`src/rtl/clock_set_controller.sv`:
```
// Set-time controller for the HH:MM clock: debounces the set switch and buttons,
// edits a shadow copy of the time and loads it back into the counter datapath.
module clock_set_controller #(
  parameter int unsigned DEBOUNCE_CYCLES = 500000
) (
  input  logic       clk,
  input  logic       reset,
  input  logic       sw_set,
  input  logic       btn_mode,
  input  logic       btn_up,
  input  logic       btn_down,
  input  logic       tick_1hz,
  input  logic [4:0] cur_hours,
  input  logic [5:0] cur_minutes,
  output logic       run_en,
  output logic       load_en,
  output logic [4:0] load_hours,
  output logic [5:0] load_minutes,
  output logic [2:0] blank_mask,
  output logic [1:0] state
);

  localparam int unsigned N_IN  = 4;
  localparam int unsigned CNT_W = (DEBOUNCE_CYCLES > 2) ? $clog2(DEBOUNCE_CYCLES) : 1;
  localparam logic [CNT_W-1:0] CNT_LAST = CNT_W'(DEBOUNCE_CYCLES - 1);
  localparam logic [4:0] HR_MAX  = 5'd23;
  localparam logic [5:0] MIN_MAX = 6'd59;

  typedef enum logic [1:0] {
    ST_RUN      = 2'd0,
    ST_EDIT_HR  = 2'd1,
    ST_EDIT_MIN = 2'd2,
    ST_COMMIT   = 2'd3
  } state_t;

  // Input bit order: 0 = sw_set, 1 = btn_mode, 2 = btn_up, 3 = btn_down
  logic [N_IN-1:0]  raw;
  logic [N_IN-1:0]  sync1_q, sync1_d;
  logic [N_IN-1:0]  sync2_q, sync2_d;
  logic [N_IN-1:0]  lvl_q, lvl_d;
  logic [N_IN-1:0]  lvl_prev_q, lvl_prev_d;
  logic [CNT_W-1:0] cnt_q [N_IN];
  logic [CNT_W-1:0] cnt_d [N_IN];
  logic [2:0]       press_q, press_d;

  state_t     state_q, state_d;
  logic [4:0] shadow_h_q, shadow_h_d;
  logic [5:0] shadow_m_q, shadow_m_d;
  logic       blink_q, blink_d;
  logic       run_en_q, run_en_d;
  logic       load_en_q, load_en_d;
  logic [2:0] blank_q, blank_d;

  logic sw_acc, ev_mode, ev_up, ev_down;

  assign raw     = {btn_down, btn_up, btn_mode, sw_set};
  assign sw_acc  = lvl_q[0];
  assign ev_mode = press_q[0];
  assign ev_up   = press_q[1];
  assign ev_down = press_q[2];

  // Wrapping hour step; simultaneous up/down cancel.
  function automatic logic [4:0] step_hr(input logic [4:0] h, input logic up, input logic dn);
    logic [4:0] r;
    r = h;
    if (up && !dn) r = (h >= HR_MAX) ? 5'd0 : h + 5'd1;
    else if (dn && !up) r = (h == 5'd0 || h > HR_MAX) ? HR_MAX : h - 5'd1;
    return r;
  endfunction

  // Wrapping minute step; simultaneous up/down cancel.
  function automatic logic [5:0] step_min(input logic [5:0] m, input logic up, input logic dn);
    logic [5:0] r;
    r = m;
    if (up && !dn) r = (m >= MIN_MAX) ? 6'd0 : m + 6'd1;
    else if (dn && !up) r = (m == 6'd0 || m > MIN_MAX) ? MIN_MAX : m - 6'd1;
    return r;
  endfunction

  // Synchronize, debounce and edge-detect the four raw inputs.
  always_comb begin
    sync1_d    = raw;
    sync2_d    = sync1_q;
    lvl_d      = lvl_q;
    lvl_prev_d = lvl_q;
    for (int i = 0; i < N_IN; i++) begin
      cnt_d[i] = '0;
      if (sync2_q[i] != lvl_q[i]) begin
        if (cnt_q[i] == CNT_LAST) lvl_d[i] = sync2_q[i];
        else cnt_d[i] = cnt_q[i] + CNT_W'(1);
      end
    end
    press_d = lvl_q[3:1] & ~lvl_prev_q[3:1];
  end

  // Edit FSM; outputs are derived from the next state so they register alongside it.
  always_comb begin
    state_d    = state_q;
    shadow_h_d = shadow_h_q;
    shadow_m_d = shadow_m_q;
    blink_d    = tick_1hz ? ~blink_q : blink_q;

    case (state_q)
      ST_RUN: begin
        if (sw_acc) begin
          shadow_h_d = (cur_hours > HR_MAX) ? 5'd0 : cur_hours;
          shadow_m_d = (cur_minutes > MIN_MAX) ? 6'd0 : cur_minutes;
          state_d    = ST_EDIT_HR;
        end
      end
      ST_EDIT_HR: begin
        if (!sw_acc) begin
          state_d = ST_COMMIT;
        end else begin
          shadow_h_d = step_hr(shadow_h_q, ev_up, ev_down);
          if (ev_mode) state_d = ST_EDIT_MIN;
        end
      end
      ST_EDIT_MIN: begin
        if (!sw_acc) begin
          state_d = ST_COMMIT;
        end else begin
          shadow_m_d = step_min(shadow_m_q, ev_up, ev_down);
          if (ev_mode) state_d = ST_EDIT_HR;
        end
      end
      ST_COMMIT: state_d = ST_RUN;
      default:   state_d = ST_RUN;
    endcase

    // Blink restarts in the visible phase whenever a field is newly selected.
    if ((state_d == ST_EDIT_HR || state_d == ST_EDIT_MIN) && state_d != state_q)
      blink_d = 1'b0;

    run_en_d  = (state_d == ST_RUN);
    load_en_d = (state_d == ST_COMMIT);
    case (state_d)
      ST_EDIT_HR:  blank_d = {blink_d, 1'b0, 1'b1};
      ST_EDIT_MIN: blank_d = {1'b0, blink_d, 1'b1};
      default:     blank_d = 3'b000;
    endcase
  end

  always_ff @(posedge clk or posedge reset) begin
    if (reset) begin
      sync1_q    <= '0;
      sync2_q    <= '0;
      lvl_q      <= '0;
      lvl_prev_q <= '0;
      for (int i = 0; i < N_IN; i++) cnt_q[i] <= '0;
      press_q    <= '0;
      state_q    <= ST_RUN;
      shadow_h_q <= '0;
      shadow_m_q <= '0;
      blink_q    <= 1'b0;
      run_en_q   <= 1'b1;
      load_en_q  <= 1'b0;
      blank_q    <= '0;
    end else begin
      sync1_q    <= sync1_d;
      sync2_q    <= sync2_d;
      lvl_q      <= lvl_d;
      lvl_prev_q <= lvl_prev_d;
      for (int i = 0; i < N_IN; i++) cnt_q[i] <= cnt_d[i];
      press_q    <= press_d;
      state_q    <= state_d;
      shadow_h_q <= shadow_h_d;
      shadow_m_q <= shadow_m_d;
      blink_q    <= blink_d;
      run_en_q   <= run_en_d;
      load_en_q  <= load_en_d;
      blank_q    <= blank_d;
    end
  end

  assign run_en       = run_en_q;
  assign load_en      = load_en_q;
  assign load_hours   = shadow_h_q;
  assign load_minutes = shadow_m_q;
  assign blank_mask   = blank_q;
  assign state        = state_q;

endmodule

```
`config.mk`:
```
export PLATFORM = sky130hd
export DESIGN_NAME = clock_set_controller
export DESIGN_NICKNAME = d
export VERILOG_FILES = /design/src/rtl/clock_set_controller.sv
export SDC_FILE = /design/constraint.sdc
export NUM_CORES = 1
export LEC_CHECK = 0
export ABC_CLOCK_PERIOD_IN_PS = 3750
export CAP_MARGIN = 20
export CORE_ASPECT_RATIO = 0.9
export CORE_MARGIN = 2
export CORE_UTILIZATION = 34
export CTS_CLUSTER_DIAMETER = 30
export DETAILED_ROUTE_END_ITERATION = 10
export GPL_ROUTABILITY_DRIVEN = 0
export PLACE_DENSITY = 0.62
export SYNTH_ARGS = -nofsm -noshare
export SYNTH_HDL_FRONTEND = slang
export SYNTH_SLANG_ARGS = --single-unit
```
`constraint.sdc`:
```
create_clock -name clk -period 3.75 [get_ports clk]
set_clock_uncertainty 0.15 [all_clocks]
set_input_delay 0.375 -clock clk [delete_from_list [all_inputs] [get_ports clk]]
set_output_delay 0.375 -clock clk [all_outputs]
set_load 0.005 [all_outputs]
```
* Word-level counts from Yosys, hierarchy flattened *
Index checks and enable logic that the tools add are counted.
W data, S select, Z words.

storage, ports and cells
  input port bits = 18
  output and inout port bits = 18
  logic and storage cells = 109
  bits in registers = 114

cells by class
  equality and inequality tests = 20
  add/sub/neg operators = 8
  reductions and logical operators = 20
  bitwise operators = 3
  multiplexer cells = 33
  $lt $le $gt $ge = 6

operators by type and width
  operator                 count
  $mux W19                 8
  $add A19 B1 Y19 const B  4
  $eq A19 B19 Y1 const B   4
  $mux W6                  7
  $mux W5                  7
  $gt A6 B6 Y1 const B     2
  $pmux W6 S2              1
  $gt A5 B5 Y1 const B     2
  $mux W2                  5
  $pmux W5 S2              1
  $eq A2 B2 Y1 const B     4
  $pmux W2 S4              1
  $reduce_and A2 Y1        4
  $reduce_and A4 Y1        2
  $add A6 B1 Y6 const B    1
  $ge A6 B6 Y1 const B     1
  $logic_not A6 Y1         1
  $ne A2 B2 Y1 const B     3
  $ne A3 B3 Y1 const B     2
  $pmux W3 S2              1
  $sub A6 B1 Y6 const B    1
  $add A5 B1 Y5 const B    1
  $ge A5 B5 Y1 const B     1
  $logic_not A5 Y1         1
  13 further kinds         25

* Depth between registers and ports, before layout *
Gate-level depths: netlist of the first run.

  word-level depth = 8
  mapped depth = 8
  mapped depth without buffers = 7

* Worst setup path before layout of the first run *
OpenSTA, ideal clock, no wires.

  path type = reg2reg
  start point = register cnt_q[68] (netlist bit)
  end point = register lvl_q[0], in the netlist lvl_prev_d[0]
  clock period less this slack = 2.190 ns
  data required time = 3.475 ns
  path slack = 1.560 ns
  setup time = 0.125 ns
  data arrival time = 1.915 ns
  cell stages (with the launch flop) = 5
  buffers on the path = 0
  cells stage by stage = dfrtp_1 -> or4_1 -> or4_4 -> nor2_1 -> mux2_2

between the ends
  longest elaborated chain between the ends = 2

ends and longest elaborated chain
  element                             line  source
  start, declared                     42    logic [CNT_W-1:0] cnt_q [N_IN];
  $eq A19 B19 Y1                      89    if (cnt_q[i] == CNT_LAST) lvl_d[i] = sync2_q[i];
  $reduce_and A2 Y1 (no source line)  n/a
  end signal, assigned                162   lvl_q <= lvl_d;
  end, declared                       40    logic [N_IN-1:0] lvl_q, lvl_d;

Every way passes these cells.
A chain may end at the register's enable or synchronous reset.

==> impl_metrics.toml, run 1 <==
[sta]
drv_slew = 0
setup_viol = 0
period_minus_slack_ns = 2.369
fin_crit_sh_pct = 63.16
rsz0062_at_grt = "false"
max_freq_mhz = 422.2
maxSlewHeadroom_pct = 50.98
worst_pin_slew_ns = 0.7353
setup_tns_ns = 0
hold_viol = 0

[worst_setup_path]
r2r-start = "cnt_q[68]"
crit_start = "cnt_q[68]"
ff2ff_setup_slack_ns = 1.38
reg2reg_depth = 4
reg2reg_to = "cnt_q[59]"
crit_required_ns = 3.87
path_class = "register to register"
cp_max_fo = 18
crit_arrival_ns = 2.49
startpoint_type = "register"
endpoint_kind = "register"

[logic_synthesis]
syn_area_per_cell_um2 = 9.636
ys_seq_area_share_pct = 46.82
yosys_warnings = 0
synth_nets = 660
synthesis.area_mm2 = 0.006042
synth_edf_count = 0
synth-async-reset-ratio_pct = 100.0
yosysUniqueCellTypes = 70
synth-main-ff-cell = "dfrtp_1"
ys_ff_latch = 113
synth_cells = 627

[pwr]
p_sw_uw = 634.0
powerDensity_mw_per_mm2 = 432.3
share_comb_of_total_power_pct = 3.5
p_leak_uw = 0.002847
seqPwrFrac_pct = 40.2
p_sw_share_pct = 20.17
power.internal_uw = 2510
max-vdd-ir-drop_mv = 0.3155
total_power_uw = 3144
pwr-share-clk_pct = 56.4

[run_status]
status = "complete, no violations"

[floorplanning]
die_height_um = 130.5
dieArea_mm2 = 0.01885
core-area_mm2 = 0.01750
start_util_pct = 34.53
die_width_um = 144.5
io_pins = 36
placementRows = 46

[placed_design]
hpwl_um = 9043
io_buffers = 35
post_dp_cell_area_mm2 = 0.006621
place_inst = 881

[finish]
fillers = 1696
utilization_pct = 41.57
area_growth_pct = 20.38
n_antenna_cell = 0
drive_gt1_share_pct = 9.375
final_area_mm2 = 0.007273
final_cells = 912
num-nets-final = 693

[routing]
wirelength_um = 13260
post-route-drc-count = 0
vias = 4826
drt_iter0_markers = 379
vias_per_cell = 5.292
drtAntennaViolNets = 0
drt-pass1-iter-count = 5
drt-wirelength-per-cell_um = 14.54

[clock_network]
post_cts_resized = 0
cts_setup_buffers = 0
cts-root-buf = "clkbuf_16"
cts.path.max_buffers = 2
clock_latency_ns = 0.41
ctsHoldBuffers = 0
cts_tree = "yes"
path_clk_slew_ns = 0.05
htreeDepth = 4
clkSinkCount = 113
cts_made_buffers = 17

[global_routing]
overflow = 0
antenna_found_initial = 0
grt_first_pass_wirelength_um = 22740
grt_usage_pct = 15.13
grt_max_degree = 54
grt_pass1_vias = 4701

[hold_path]
hold_class = "register to register"
hold_depth = 0
holdPathEnd = "sync2_q[1]"
hp-start = "sync1_q[1]"

[flow_run]
drv_cap = 0
## per-stage QoR
step	setup slack, ns	hold WS, ns
after CTS	1.371	0.2032
after detailed placement	1.386	0.1911
after floorplan	0.2393	0.1812
final	1.381	0.1984
after global routing	1.159	0.2145
after global placement	1.448	0.1865
## routing by layer
metal	GRT usage, %	share of wire [%]
met1	20.28	46
met2	24.28	48
met3	4.009	5.1
met4	4.455	1.1
met5	0	0
## critical path, cell delays in order (launching register included)
cell     delay (ns)
dfrtp_1        0.43
or4_1          0.54
or4_4          0.57
o21ai_4        0.42
nor2_1         0.12
## state kept, by name, indices dropped and copies added (netlist names), 2 cells and up
| signal | cells |
|---|---|
| blank_mask | 3 |
| cnt_q | 76 |
| load_hours | 5 |
| load_minutes | 6 |
| lvl_prev_d | 4 |
| lvl_prev_q | 3 |
| press_q | 3 |
| state | 2 |
| sync1_q | 4 |
| sync2_q | 4 |
## cell usage in the layout, fill, tap and decap left out, drive strengths merged, types with 4 or more instances in the layout
cell,instances
clkbuf,21
nor3,11
a31oi,4
or4,10
and3,4
nor2b,8
o22ai,4
o31ai,8
mux2,5
a211oi,4
nand4,17
nand3,42
nor2,71
bufinv,5
xnor2,41
dfrtp,112
ha,15
xor2,18
and4,4
or4b,5
nor4,18
or3,16
and2,10
inv,28
a21oi,27
clkinv,4
or2,7
clkdlybuf4s50,35
o21ai,21
nand2,36
## cells in the mapped netlist (all sizes together) (17+ instances only)
cell type,count,area [um^2]
clkbuf,18,67.56
xor2,18,157.7
a21oi,27,135.1
xnor2,41,359.1
nor4,18,112.6
o21ai,21,131.4
nand3,42,210.2
dfrtp,112,2803
nor2,71,266.5
inv,28,105.1
nand2,36,135.1
nand4,17,106.4
## area by class of cell
type	count	area, um^2	area share (%)
sequential	113	2829	38.90
clock inverter	10	181.4	2.494
multi-input combinational	462	2999	41.24
inverter	28	107.6	1.479
clock buffer	21	470.5	6.468
tap	240	300.3	4.129
timing repair buffer	38	385.4	5.298
## power by group through the flow
stage,logic [uW],clock network [uW],registers (uW)
after detailed placement,112,0,1280
after floorplan,70.2,0,1280
after global routing,128,1880,1260
after global placement,108,0,1280
after CTS,113,1810,1260
final,109,1770,1260
## cells by family after synthesis
group | count (synthesis) | synth area share [%]
mux | 7 | 1.263
simple gates | 278 | 24.77
compound gates | 102 | 11.78
fa+ha+maj | 16 | 3.272
flops | 113 | 46.82
xor+xnor | 59 | 8.552
buf+inv | 52 | 3.541
## worst max-delay path by stage
| stage | slack (ns) | depth (start not counted) | to |
|---|---|---|---|
| 6_report | 1.38 | 4 | cnt_q[59] |
| 5_1_grt | 1.16 | 5 | cnt_q[37] |
| 4_1_cts | 1.37 | 4 | cnt_q[59] |
| 3_5_place_dp | 1.39 | 5 | cnt_q[37] |
| 3_3_place_gp | 1.45 | 4 | cnt_q[54] |
| 2_1_floorplan | 0.24 | 1 | blank_mask[0] |
Note: power is estimated with default switching activity, not from simulation.
==> inputs of run 2 (changes only) <==
Settings changed: ABC_CLOCK_PERIOD_IN_PS 3750 to 1950.
Clock period 3.75 ns to 1.95 ns, I/O delays scaled along.
==> run 2 against run 1 <==
The flow now finishes with violations (setup timing). Design area is 12% higher. Count of clock-buffer cells in the layout is 1 lower. Total power is 81% higher. Via count is 6.5% higher. Largest power group unchanged.
==> impl_metrics.toml, run 2 (synthesis results as in run 1) <==
[run_status]
status = "finished with violations"
violations = "setup timing"

[clock_network]
cts-root-buf = "clkbuf_16"
cts.path.max_buffers = 2
path_clk_slew_ns = 0.06
htreeDepth = 4
clkSinkCount = 113
clock_latency_ns = 0.41
cts_made_buffers = 17
cts_tree = "yes"

[sta]
setup_ws_ns = -0.1698
worst_pin_slew_ns = 0.4611
drv_slew = 0
setup_viol = 38
fin_crit_sh_pct = 108.7
hold_viol = 0
rsz0062_at_grt = "true"
period_minus_slack_ns = 2.120
maxSlewHeadroom_pct = 68.87
hold_ws_ns = 0.07414
max_freq_mhz = 471.8

[finish]
drive_gt1_share_pct = 23.73
num-nets-final = 787
final_common_cell = "dfrtp_1"
n_antenna_cell = 0
max_flop_register = "cnt_q"
fillers = 1661
area_growth_pct = 34.60
mostFrequentLayoutCells = "109 x dfrtp_1, 91 x buf_4, 68 x nor2_1"
largest_register_ffs = 76
final_cells = 1007

[placed_design]
dpl_worst_slack_ns = -0.2164
io_buffers = 35
hpwl_um = 9723
place_inst = 968

[worst_setup_path]
endpoint_kind = "register"
r2r-start = "cnt_q[44]"
reg2reg_to = "lvl_prev_d[1]"
critical_path.max_stage_delay_ns = 0.57
path_cells = "or4b_1 -> or4_4 -> nor2_4 -> mux2_4"
reg2reg_depth = 4
startpoint_type = "register"
ff2ff_setup_slack_ns = -0.17
crit_arrival_ns = 2.26
cp_max_fo = 2
slowest_stage = "or4_4"
path_class = "register to register"
crit_required_ns = 2.09

[global_routing]
antenna_found_initial = 0
grt_usage_pct = 15.28
grt_max_degree = 64
grt_first_pass_wirelength_um = 23100
grt_pass1_vias = 5021
overflow = 0

[pwr]
powerDensity_mw_per_mm2 = 700.9
p_leak_uw = 0.003274
total_power_uw = 5700
max-vdd-ir-drop_mv = 0.5919

[hold_path]
hp-start = "sw_set"
holdPathEnd = "sync1_q[0]"
hold_depth = 1
hold_class = "primary input to register"

[floorplanning]
die_width_um = 144.5
core-area_mm2 = 0.01750
io_pins = 36
placementRows = 46
dieArea_mm2 = 0.01885
start_util_pct = 34.53
die_height_um = 130.5

[routing]
wirelength_um = 13970
drt_iter0_markers = 294
vias_per_cell = 5.105
drt-pass1-iter-count = 5
drtAntennaViolNets = 0
post-route-drc-count = 0
drt-wirelength-per-cell_um = 13.87
vias = 5141

[flow_run]
drv_cap = 0
-- run 2: worst max path at each step --
stage,start,endpoint,slack [ns],cells past startpoint
2_1_floorplan,cnt_q[50],lvl_prev_d[1],-0.19,4
3_3_place_gp,cnt_q[50],lvl_prev_d[1],-0.21,4
3_5_place_dp,cnt_q[50],lvl_prev_d[1],-0.22,4
4_1_cts,cnt_q[44],lvl_prev_d[1],-0.20,4
5_1_grt,cnt_q[44],lvl_prev_d[1],-0.22,4
6_report,cnt_q[44],lvl_prev_d[1],-0.17,4
-- run 2: critical path: cells and delay by family (launching register included) --
kind	cells	cell delay, ns
AND/OR/NAND/NOR	3	1.20
multiplexers	1	0.30
flip-flops	1	0.37
-- run 2: layout make-up --
cell class | count | area, um^2 | area share [%]
clock buffers | 20 | 446.7 | 5.492
clock inverters | 12 | 135.1 | 1.662
inverters | 28 | 108.9 | 1.338
multi-input cells | 462 | 3166 | 38.92
flip-flops and latches | 113 | 2833 | 34.83
well taps | 240 | 300.3 | 3.692
repair buffers | 132 | 1144 | 14.06
-- run 2: metrics by stage --
stage / setup TNS [ns] / util [%] / area, um^2
detailed placement: -5.228 / 42.05 / 7357
global route: -7.769 / 46.48 / 8133
global placement: -3.806 / 42.05 / 7357
CTS: -6.268 / 45.69 / 7994
finish: -5.078 / 46.48 / 8133
floorplan: -4.055 / - / 6083
-- run 2: timing repair --
action	4_1_cts	5_1_grt
endpoints found under the setup margin	45	68
pin swaps	7	6
cloned	0	0
gates resized for setup	7	26
buffers inserted	2	4
hold endpoints to repair	2	0
hold buffers	1	0
-- run 2: power breakdown --
part | internal (uW) | switching (uW)
Combinational | 118 | 143
Clock | 1910 | 1110
Sequential | 2390 | 29.0
Total | 4420 | 1280
-- run 2: metal layers --
layer | up-vias | wire, um | track usage (%)
met3 | 11 | 581 | 4.082
met1 | 2503 | 6369 | 19.50
met5 | - | 0 | 0
met2 | 112 | 6913 | 25.59
met4 | 0 | 105 | 4.626
li1 | 2515 | - | -
